$ cat config.mk
export PLATFORM = sky130hd
export DESIGN_NAME = shared_alu_arbiter_flat
export DESIGN_NICKNAME = d
export VERILOG_FILES = /design/src/rtl/shared_alu_arbiter_pkg.sv /design/src/rtl/shared_alu_arbiter_if.sv /design/src/rtl/shared_alu_arbiter_rr_pick.sv /design/src/rtl/shared_alu_arbiter.sv /design/src/flat_wrapper.sv
export SDC_FILE = /design/constraint.sdc
export NUM_CORES = 1
export LEC_CHECK = 0
export BUFFER_PORTS_ARGS = -buffer_cell sky130_fd_sc_hd__buf_2
export CAP_MARGIN = 20
export CORE_UTILIZATION = 52
export DETAILED_ROUTE_END_ITERATION = 8
export PLACE_DENSITY = 0.92
export SLEW_MARGIN = 20
export SYNTH_ARGS = -nofsm -noshare
export SYNTH_HDL_FRONTEND = slang
export SYNTH_SLANG_ARGS = --single-unit
$ cat constraint.sdc
create_clock -name CLK -period 4.5 [get_ports CLK]
set_clock_uncertainty 0.1 [all_clocks]
set_input_delay 0 -clock CLK [delete_from_list [all_inputs] [get_ports CLK]]
set_output_delay 0 -clock CLK [all_outputs]
set_load 0.01 [all_outputs]
$ cat src/rtl/shared_alu_arbiter_pkg.sv
// shared_alu_arbiter_pkg: op codes, FSM states and default width shared by the arbiter slice.
package shared_alu_arbiter_pkg;
   localparam int DATA_W_DEF = 8;
   typedef enum logic [1:0] {OP_SUB = 2'b00, OP_ADD = 2'b01, OP_CLR_OV = 2'b10, OP_NOP = 2'b11} op_t;
   typedef enum logic [1:0] {S_IDLE, S_EXEC, S_RESP} state_t;
endpackage

$ cat src/rtl/shared_alu_arbiter_if.sv
// shared_alu_arbiter_if: per-core request/grant/done bus between the cores and the shared ALU arbiter.
interface shared_alu_arbiter_if
   import shared_alu_arbiter_pkg::*;
#(
   parameter int NUM_CORES = 4,
   parameter int DATA_W    = DATA_W_DEF
);
   logic [NUM_CORES-1:0]        Core_Req;
   logic [2*NUM_CORES-1:0]      Core_Op;
   logic [DATA_W*NUM_CORES-1:0] Core_A;
   logic [DATA_W*NUM_CORES-1:0] Core_B;
   logic [NUM_CORES-1:0]        Core_Lock;
   logic [NUM_CORES-1:0]        Core_Grant;
   logic [NUM_CORES-1:0]        Core_Done;
   logic [DATA_W-1:0]           Core_Result;
   logic [NUM_CORES-1:0]        Core_OV;
   logic                        ALU_Busy;
   modport master (
      output Core_Req, Core_Op, Core_A, Core_B, Core_Lock,
      input  Core_Grant, Core_Done, Core_Result, Core_OV, ALU_Busy
   );
   modport slave (
      input  Core_Req, Core_Op, Core_A, Core_B, Core_Lock,
      output Core_Grant, Core_Done, Core_Result, Core_OV, ALU_Busy
   );
endinterface

$ cat src/rtl/shared_alu_arbiter_rr_pick.sv
// shared_alu_arbiter_rr_pick: combinational round-robin select of the first requester at or after the pointer.
module shared_alu_arbiter_rr_pick #(
   parameter int N  = 4,
   parameter int IW = $clog2(N)
) (
   input  logic [N-1:0]  i_req,
   input  logic [IW-1:0] i_ptr,
   output logic [IW-1:0] o_idx,
   output logic          o_valid
);
   always_comb begin
      o_idx   = '0;
      o_valid = |i_req;
      for (int i = N - 1; i >= 0; i--)
         if (i_req[(int'(i_ptr) + i) % N]) o_idx = IW'((int'(i_ptr) + i) % N);
   end
endmodule

$ cat src/rtl/shared_alu_arbiter.sv
// shared_alu_arbiter: round-robin sharing of one add/sub stage with per-core overflow flags; ALU_ARB_LOCK_EN enables ownership lock.
module shared_alu_arbiter
   import shared_alu_arbiter_pkg::*;
#(
   parameter int NUM_CORES = 4,
   parameter int DATA_W    = DATA_W_DEF
) (
   input logic                 CLK,
   input logic                 CPU_Reset,
   shared_alu_arbiter_if.slave bus
);
   localparam int IW = $clog2(NUM_CORES);
   state_t               r_state, w_next;
   op_t                  r_op;
   logic [IW-1:0]        r_idx, r_ptr, w_idx, w_inc, w_ptr_nxt;
   logic                 w_valid, w_sub, w_arith;
   logic [DATA_W-1:0]    r_a, r_b, r_result;
   logic [NUM_CORES-1:0] r_ov, w_onehot;
   logic [DATA_W:0]      w_sum;

   shared_alu_arbiter_rr_pick #(.N(NUM_CORES), .IW(IW)) u_pick (
      .i_req   (bus.Core_Req),
      .i_ptr   (r_ptr),
      .o_idx   (w_idx),
      .o_valid (w_valid)
   );

   assign w_onehot = NUM_CORES'(1) << r_idx;
   assign w_sub    = r_op == OP_SUB;
   assign w_arith  = r_op == OP_ADD || r_op == OP_SUB;
   assign w_sum    = {1'b0, r_a} + {1'b0, w_sub ? ~r_b : r_b} + (DATA_W+1)'(w_sub);
   assign w_inc    = int'(r_idx) == NUM_CORES - 1 ? '0 : r_idx + 1'b1;

`ifdef ALU_ARB_LOCK_EN
   // Parking the pointer on the owner makes it the first candidate next time.
   assign w_ptr_nxt = bus.Core_Lock[r_idx] ? r_idx : w_inc;
`else
   logic w_unused;
   assign w_unused  = ^bus.Core_Lock;
   assign w_ptr_nxt = w_inc;
`endif

   assign bus.Core_Result = r_result;
   assign bus.Core_OV     = r_ov;

   always_ff @(posedge CLK) begin
      if (CPU_Reset) r_state <= S_IDLE;
      else           r_state <= w_next;
   end

   always_comb begin
      w_next         = r_state == S_IDLE ? (w_valid ? S_EXEC : S_IDLE) :
                       r_state == S_EXEC ? S_RESP : S_IDLE;
      bus.Core_Grant = r_state == S_EXEC ? w_onehot : '0;
      bus.Core_Done  = r_state == S_RESP ? w_onehot : '0;
      bus.ALU_Busy   = r_state != S_IDLE;
   end

   always_ff @(posedge CLK) begin
      if (CPU_Reset) begin
         r_ptr    <= '0;
         r_idx    <= '0;
         r_op     <= OP_NOP;
         r_a      <= '0;
         r_b      <= '0;
         r_result <= '0;
         r_ov     <= '0;
      end else begin
         if (r_state == S_IDLE && w_valid) begin
            r_idx <= w_idx;
            r_op  <= op_t'(bus.Core_Op[2*w_idx +: 2]);
            r_a   <= bus.Core_A[DATA_W*w_idx +: DATA_W];
            r_b   <= bus.Core_B[DATA_W*w_idx +: DATA_W];
         end
         if (r_state == S_EXEC && w_arith) begin
            r_result     <= w_sum[DATA_W-1:0];
            r_ov[r_idx]  <= w_sum[DATA_W];
         end
         if (r_state == S_EXEC && r_op == OP_CLR_OV) r_ov[r_idx] <= 1'b0;
         if (r_state == S_RESP) r_ptr <= w_ptr_nxt;
      end
   end
endmodule

$ cat src/flat_wrapper.sv
// flat-port wrapper written by rule: the top's interface ports become plain ports
module shared_alu_arbiter_flat import shared_alu_arbiter_pkg::*;
#(
   parameter int NUM_CORES = 4,
   parameter int DATA_W    = DATA_W_DEF
)
  (CLK, CPU_Reset, bus_Core_Req, bus_Core_Op, bus_Core_A, bus_Core_B, bus_Core_Lock, bus_Core_Grant, bus_Core_Done, bus_Core_Result, bus_Core_OV, bus_ALU_Busy);
  shared_alu_arbiter_if #(.NUM_CORES(NUM_CORES), .DATA_W(DATA_W)) bus_i ();
  input logic CLK;
  input logic CPU_Reset;
  input wire logic [$bits(bus_i.Core_Req)-1:0] bus_Core_Req;
  input wire logic [$bits(bus_i.Core_Op)-1:0] bus_Core_Op;
  input wire logic [$bits(bus_i.Core_A)-1:0] bus_Core_A;
  input wire logic [$bits(bus_i.Core_B)-1:0] bus_Core_B;
  input wire logic [$bits(bus_i.Core_Lock)-1:0] bus_Core_Lock;
  output wire logic [$bits(bus_i.Core_Grant)-1:0] bus_Core_Grant;
  output wire logic [$bits(bus_i.Core_Done)-1:0] bus_Core_Done;
  output wire logic [$bits(bus_i.Core_Result)-1:0] bus_Core_Result;
  output wire logic [$bits(bus_i.Core_OV)-1:0] bus_Core_OV;
  output wire logic [$bits(bus_i.ALU_Busy)-1:0] bus_ALU_Busy;
  assign bus_i.Core_Req = bus_Core_Req;
  assign bus_i.Core_Op = bus_Core_Op;
  assign bus_i.Core_A = bus_Core_A;
  assign bus_i.Core_B = bus_Core_B;
  assign bus_i.Core_Lock = bus_Core_Lock;
  assign bus_Core_Grant = bus_i.Core_Grant;
  assign bus_Core_Done = bus_i.Core_Done;
  assign bus_Core_Result = bus_i.Core_Result;
  assign bus_Core_OV = bus_i.Core_OV;
  assign bus_ALU_Busy = bus_i.ALU_Busy;
  shared_alu_arbiter #(.NUM_CORES(NUM_CORES), .DATA_W(DATA_W)) u_core (.CLK(CLK), .CPU_Reset(CPU_Reset), .bus(bus_i));
endmodule
==> results of run 1 <==
## cell type report
class,instances,area [sq um]
Clock inverter,3,42.5
Multi-Input combinational cell,237,1650
Inverter,8,30.0
Fill cell,263,970
Timing Repair Buffer,145,958
Clock buffer,5,68.8
Tap cell,52,65.1
Sequential cell,36,721
## per-layer routing
layer | vias up | global-route usage (%) | share of wire (%)
met4 | 0 | 23.6 | 6.8
met1 | 1362 | 41.4 | 37
met3 | 61 | 7.17 | 8.3
met5 | - | 0 | 0
li1 | 1364 | - | -
met2 | 228 | 61.0 | 48
## placed cells by master, fill, tap and decap left out, drive strengths merged, types with 2 or more instances in the layout
| cell type | instances |
|---|---|
| buf | 99 |
| dlygate4sd3 | 46 |
| dfxtp | 36 |
| nand2 | 31 |
| and3 | 21 |
| o21ai | 20 |
| mux2i | 19 |
| a21boi | 17 |
| o211ai | 17 |
| nor2 | 16 |
| ha | 12 |
| a21oi | 11 |
| xor2 | 8 |
| inv | 8 |
| o21a | 8 |
| a211oi | 7 |
| and2 | 6 |
| clkbuf | 5 |
| a311oi | 5 |
| nor3 | 4 |
| nor2b | 4 |
| nand2b | 4 |
| o31ai | 4 |
| nand3 | 3 |
| nand4b | 2 |
| a31oi | 2 |
| xnor2 | 2 |
| or4 | 2 |
## cell usage after synthesis, drive strengths merged (3+ instances only)
master  instances
a211oi          7
a21boi         17
a21oi          11
a311oi          5
and2            6
and3           21
buf             9
clkbuf          9
dfxtp          36
ha             12
inv             8
mux2i          19
nand2          31
nand2b          4
nand3           3
nor2           16
nor2b           4
nor3            4
o211ai         17
o21a            8
o21ai          20
o31ai           4
xor2            8
## report_power, final
part           switching (mW)  internal [mW]
clock                   0.130          0.164
sequential             0.0352          0.348
combinational           0.173          0.166
total                   0.339          0.678
## cell families (layout without fill, tap and decap cells)
logic type / after synthesis / in the layout / synth area share [%]
XOR/XNOR: 10 / 10 / 3.49
flip-flops: 36 / 36 / 28.8
AND/OR/NAND/NOR: 97 / 97 / 19.9
multiplexers: 19 / 19 / 7.59
AO/OA/AOI/OAI: 98 / 98 / 28.0
buffers and inverters: 26 / 161 / 5.44
adder cells (fa/ha/maj): 13 / 13 / 6.79
## worst max-delay path, delay by kind of cell (launching register included)
family / cells / cell delay, ns
AOI/OAI and AO/OA: 4 / 1.27
xor gates and xnor gates: 1 / 0.30
adders and majority gates: 1 / 0.51
DFF: 1 / 0.43
and+or+nand+nor: 2 / 0.77
## worst max-delay path by stage
stage | start | endpoint | cells after the start
floorplan | u_core.r_op[1]$_SDFFE_PP1P_ | register | 9
global placement | u_core.r_op[1]$_SDFFE_PP1P_ | register | 8
detailed placement | u_core.r_op[1]$_SDFFE_PP1P_ | register | 8
CTS | u_core.r_ptr[0]$_SDFFE_PP0N_ | u_core.r_b[6]$_SDFFE_PP0P_ | 7
global route | u_core.r_op[1]$_SDFFE_PP1P_ | register | 8
finish | u_core.r_op[1]$_SDFFE_PP1P_ | register | 8
## metrics by stage
step                worst slack [ns]  cells  cell area, sq um
floorplan                       1.85    299              2510
global placement                1.59    432              2960
detailed placement              1.53    432              2960
CTS                             1.44    486              3530
global route                   0.928    486              3530
finish                         0.937    486              3530
## what timing repair did
item / 4_1_cts / 5_1_grt
hold buffers: 46 / 0
gates resized for setup: 0 / 0
endpoints found under the hold margin: 18 / 0
buffers inserted: 0 / 0
==> impl_metrics.ini, run 1 <==
[run_status]
status = finished, final reports clean

[layout]
final_nets = 528
antenna_cells = 0
final_core_util_pct = 78.5
area_growth_pct = 41.0
drive_gt1_share_pct = 25.8

[worst_setup_path]
critPathMaxFanout = 9
worst_ep_required_time_ns = 4.54
slowest_stage = nor2_1
reg2reg_depth = 8
worstSetupStartpointType = register
r2r_slack_ns = 0.94
reg2reg_from = u_core.r_op[1]$_SDFFE_PP1P_
crit_chain = nor2_1, xor2_1, fa_1, nand3_1, a21boi_0, o21a_1, o31ai_1, a311oi_1
slowest_delay_ns = 0.65
endpoint_kind = register
worst-setup-path-type = reg -> reg
cp.arrival_ns = 3.60

[die]
row_count = 24
die_h_microns = 71.4
placeableCoreArea_sq_um = 4500
die_area_sq_um = 5100
ios = 103
start_util_pct = 55.6
die_x_microns = 71.4

[placement]
hpwl_mm = 4.90
gp_congestion = 0.885
port_buffers = 98

[drt]
dr.pass1.iters = 8
avgViaCountPerCell = 6.20
vias = 3015
drt_iter0_drc = 338
wl_per_cell_microns = 18.8
ant_nets = 0
drc = 0
drt-total-wl_mm = 9.16

[timing]
finalSetupTns_ns = 0
period_minus_slack_ns = 3.56
relSlewSlack_pct = 48.8
worst_pin_slew_ns = 0.761
holdWs_ns = 0.0130
hold_viol = 0
fmax_ghz = 0.281
rsz0062_at_grt = no
drv_slew = 0
period_share_pct = 79.2
setup_viol = 0

[logic_synthesis]
seq_area_frac_synth_pct = 28.8
netlist_instances = 299
avgSynthCellArea_sq_um = 8.38
synth_top_area_cell = dfxtp_1
syn_nets = 394
async_reset_ff_share_pct = 0
synth_edf_count = 0
synth_area_leaders = dfxtp_1, mux2i_1, ha_1
synth_top_flop_cell = dfxtp_1
synth-warning-count = 0
synth_seq_cells = 36
synthesis.area_sq_um = 2510
synth.distinct_cells = 45
yosysTopAreaCellShare_pct = 28.8

[global_routing]
grt_first_pass_wirelength_mm = 14.2
grt_max_degree = 40
antenna_found_initial = 0
grt_pass1_vias = 2966
track_usage_pct = 36.0
overflow = 0

[clock_network]
cts_sinks = 36
path_clk_slew_ns = 0.09
cts_buffers = 5
htreeDepth = 2
cts_tree = done
clock_latency_ns = 0.31
cts_buffer_depth = 2
cts_root_buffer = clkbuf_8

[min_path]
min-delay-start = bus_Core_B[5]
hold_class = in -> reg
holdPathStages = 4
holdPathEnd = u_core.r_b[5]$_SDFFE_PP0P_

[run]
max_cap_violations = 0

[power_and_ir_drop]
p_leak_nw = 1.73
total_power_mw = 1.02
ir_worst_vdd_uv = 174
p_per_area_nw_per_um2 = 288
Power figures use the tool's default switching activity.
==> run 2: changes to the inputs <==
- CORE_UTILIZATION: 52 -> 49
- PLACE_DENSITY: 0.92 -> 0.88
- clock period: 4.5 -> 3.7 ns (I/O delays scaled with it)
==> impl_metrics.ini, run 2 (synthesized netlist as in run 1, its figures left out) <==
[global_routing]
antenna_found_initial = 0
overflow = 0
grt_pass1_vias = 2850
track_usage_pct = 33.2
grt_first_pass_wirelength_mm = 13.4
grt_max_degree = 40

[timing]
relSlewSlack_pct = 50.2
hold_viol = 0
worst_pin_slew_ns = 0.744
fmax_ghz = 0.315
setup_viol = 0
finalSetupTns_ns = 0
period_share_pct = 85.7
period_minus_slack_ns = 3.17
drv_slew = 0
rsz0062_at_grt = no

[layout]
drive_gt1_share_pct = 25.6
area_growth_pct = 43.1
final_area_sq_um = 3590
layout_common_cells = buf_2, dlygate4sd3_1, dfxtp_1
final_nets = 532
fill_cells = 337
antenna_cells = 0
layout_commonest_cell = buf_2

[clock_network]
cts_buffer_depth = 2
cts_root_buffer = clkbuf_8
cts_buffers = 5
htreeDepth = 2
cts_sinks = 36
cts_tree = done
path_clk_slew_ns = 0.09
clock_latency_ns = 0.31

[drt]
wl_met3_microns = 799
wl_met1_mm = 3.20
drt-total-wl_mm = 8.96
drc = 0
dr.pass1.iters = 6
wl_met2_mm = 4.51
drt_iter0_drc = 330
vias = 3016
wl_per_cell_microns = 17.8
ant_nets = 0
avgViaCountPerCell = 5.97
top_layer_used = met4

[worst_setup_path]
slowest_delay_ns = 0.69
slowest_stage = or4_4
worstSetupStartpointType = register
worst_ep_required_time_ns = 3.79
endpoint_kind = register
critPathMaxFanout = 39
worst-setup-path-type = reg -> reg
crit_path_frequent_cell = dlygate4sd3_1
worst-path-buf-inv = 2
cp.arrival_ns = 3.27
cpLargestDelayFamily = buffers and inverters
crit_chain = nor2b_1, or4_4, and2_4, mux2i_1, dlygate4sd3_1, o211ai_1, dlygate4sd3_1

[die]
die_x_microns = 73.5
die_h_microns = 73.5
ios = 103
placeableCoreArea_sq_um = 4820
die_area_sq_um = 5400
start_util_pct = 52.0
row_count = 25

[placement]
gp_congestion = 0.878
hpwl_mm = 4.78
port_buffers = 98
placed_cell_area_sq_um = 2990

[run]
max_cap_violations = 0

[min_path]
hold_class = in -> reg

[power_and_ir_drop]
ir_worst_vdd_uv = 188
p_per_area_nw_per_um2 = 344
p_leak_nw = 1.75

[run_status]
status = finished, final reports clean
run 2: final timing paths:
kind                                                             start                                endpoint  slack [ns]  cells after the start
worst min register to register  u_core.bus.Core_Result[1]$_SDFFE_PP0P_  u_core.bus.Core_Result[1]$_SDFFE_PP0P_        0.36                      2
worst max register to register            u_core.r_ptr[0]$_SDFFE_PP0N_              u_core.r_b[4]$_SDFFE_PP0P_        0.53                      7
worst max-delay path                      u_core.r_ptr[0]$_SDFFE_PP0N_              u_core.r_b[4]$_SDFFE_PP0P_        0.53                      7
worst min-delay path                                     bus_Core_A[4]              u_core.r_a[4]$_SDFFE_PP0P_        0.02                      4
run 2: per-stage QoR:
step / power (mW) / cells / hold slack [ns] / util (%) / setup WS (ns)
2_1_floorplan: 0.687 / 299 / -0.0161 / - / 1.05
3_3_place_gp: 0.768 / 448 / 0.211 / 62.1 / 1.04
3_5_place_dp: 0.780 / 448 / 0.211 / 62.1 / 0.996
4_1_cts: 1.18 / 505 / 0.00396 / 74.5 / 0.625
5_1_grt: 1.28 / 505 / 0.0493 / 74.5 / 0.411
6_report: 1.23 / 505 / 0.0204 / 74.5 / 0.528
run 2: timing repair:
action	CTS	global route
buffers inserted	0	0
gates resized for setup	0	0
hold endpoints to repair	18	0
hold buffers	49	0
run 2: worst reg2reg max path, delay by kind of cell (launching register included):
family / cells / cell delay (ns)
AOI/OAI and AO/OA: 1 / 0.08
buffers and inverters: 2 / 1.21
DFF: 1 / 0.38
and+or+nand+nor: 3 / 1.08
muxes: 1 / 0.21
run 2: final cells by class:
type                       instances  area, sq um  area share [%]
timing repair buffer             149          996            27.8
sequential                        36          721            20.1
inverter                           8         30.0           0.837
clock buffer                       6         72.6            2.02
multi-input combinational        237         1650            46.0
clock inverter                     2         35.0           0.977
tap                               67         83.8            2.34
run 2: layer usage:
layer | up-vias | track usage, %
met4 | 0 | 22.0
met2 | 219 | 56.4
met1 | 1381 | 37.8
met5 | - | 0
li1 | 1371 | -
met3 | 45 | 6.31
run 2: where the power goes:
| part | switching (mW) | internal, mW | leakage, nW |
|---|---|---|---|
| registers | 0.0412 | 0.424 | 0.295 |
| clock network | 0.156 | 0.200 | 0.0552 |
| logic | 0.206 | 0.207 | 1.40 |
==> run 3: changes to the inputs <==
- ABC_CLOCK_PERIOD_IN_PS: not set -> 3700
- BUFFER_PORTS_ARGS: -buffer_cell sky130_fd_sc_hd__buf_2 -> not set
- CORE_UTILIZATION: 49 -> 42
- DONT_BUFFER_PORTS: not set -> 1
- PLACE_DENSITY: 0.88 -> 0.63
==> impl_metrics.ini, run 3 (synthesized netlist as in run 1, its figures left out) <==
[layout]
final_core_util_pct = 55.6
antenna_cells = 0
multi_input_area_sq_um = 1650
final_area_sq_um = 3130
area_growth_pct = 25.1
fill_cells = 503
layout_common_cells = dlygate4sd3_1, dfxtp_1, nand2_1
drive_gt1_share_pct = 3.49
regArea_sq_um = 721
layout_commonest_cell = dlygate4sd3_1
final_nets = 441

[timing]
setup_viol = 0
finalSetupTns_ns = 0
drv_slew = 0
period_share_pct = 86.0
worst_pin_slew_ns = 0.868
relSlewSlack_pct = 42.0
hold_viol = 0
rsz0062_at_grt = no
fmax_ghz = 0.314
period_minus_slack_ns = 3.18

[power_and_ir_drop]
ir_worst_vdd_uv = 187
p_per_area_nw_per_um2 = 340
total_power_mw = 1.07
p_leak_nw = 1.35

[worst_setup_path]
endpoint_kind = register
worst-setup-path-type = reg -> reg
worstSetupStartpointType = register
reg2reg_depth = 7
critPathMaxFanout = 17
cp.arrival_ns = 3.25
worst_ep_required_time_ns = 3.77

[clock_network]
cts_buffers = 5
htreeDepth = 2
cts_sinks = 36
holdBufCountCts = 56
cts_setup_buffers = 0
cts_buffer_depth = 2
cts_resized = 0
cts_root_buffer = clkbuf_8
clock_latency_ns = 0.29
cts_tree = done
path_clk_slew_ns = 0.06

[drt]
avgViaCountPerCell = 5.71
wl_per_cell_microns = 16.6
vias = 2375
drt_iter0_drc = 114
ant_nets = 0
drt-total-wl_mm = 6.92
drc = 0
dr.pass1.iters = 5

[global_routing]
track_usage_pct = 22.5
antenna_found_initial = 0
grt_first_pass_wirelength_mm = 11.0
grt_pass1_vias = 2293
grt_max_degree = 40
overflow = 0

[die]
die_area_sq_um = 6280
placeableCoreArea_sq_um = 5640
row_count = 27
start_util_pct = 44.4
ios = 103
die_x_microns = 79.2
die_h_microns = 79.2

[placement]
hpwl_mm = 4.48
port_buffers = 0
placed_cell_area_sq_um = 2500
gp_congestion = 0.843

[run]
max_cap_violations = 0

[run_status]
status = finished, final reports clean

[min_path]
holdPathStages = 4
hold_class = in -> reg
run 3: changes by cell type in the layout (fill, tap and decap cells not counted), sizes merged:
cell | before | now
buf | 100 | 2
dlygate4sd3 | 49 | 56
bufinv | 1 | 0
clkbuf | 6 | 5
clkinv | 1 | 0
run 3: through the flow:
step	worst slack (ns)	hold WS (ns)	cells
finish	0.516	0.0174	416
global route	0.312	0.0645	416
CTS	0.590	0.0189	416
detailed placement	0.920	-0.0246	355
global placement	0.975	-0.0248	355
floorplan	1.05	-0.0161	299
run 3: path summary, 6_finish.rpt:
path | startpoint | to | slack (ns)
worst max-delay path | u_core.r_ptr[0]$_SDFFE_PP0N_ | u_core.r_b[6]$_SDFFE_PP0P_ | 0.52
worst min-delay path | bus_Core_Req[0] | u_core.r_idx[0]$_SDFFE_PP0P_ | 0.02
worst max register to register | u_core.r_ptr[0]$_SDFFE_PP0N_ | u_core.r_b[6]$_SDFFE_PP0P_ | 0.52
worst min register to register | u_core.bus.Core_Result[4]$_SDFFE_PP0P_ | u_core.bus.Core_Result[4]$_SDFFE_PP0P_ | 0.40
run 3: layout make-up:
| class | count | area share (%) |
|---|---|---|
| Tap cell | 72 | 2.87 |
| Sequential cell | 36 | 23.0 |
| Multi-Input combinational cell | 237 | 52.6 |
| Inverter | 8 | 0.958 |
| Clock buffer | 5 | 2.20 |
| Timing Repair Buffer | 58 | 18.4 |
run 3: layer usage:
metal	vias up	GRT usage, %	share of wire (%)
met1	1094	27.6	44
met4	0	8.36	1.7
met3	10	3.79	4.6
met2	83	39.1	49
li1	1188	-	-
met5	-	0	0
run 3: critical path, stage by stage, from the launching register on:
cell,delay (ns)
dfxtp_1,0.38
nand2b_1,0.13
nand4b_1,0.46
and2_4,0.49
mux2i_1,0.24
dlygate4sd3_1,0.58
o211ai_1,0.09
dlygate4sd3_1,0.59
run 3: where the power goes:
group | internal [mW] | total (mW) | switching, mW
clock | 0.121 | 0.249 | 0.127
sequential | 0.424 | 0.464 | 0.0402
combinational | 0.182 | 0.352 | 0.171
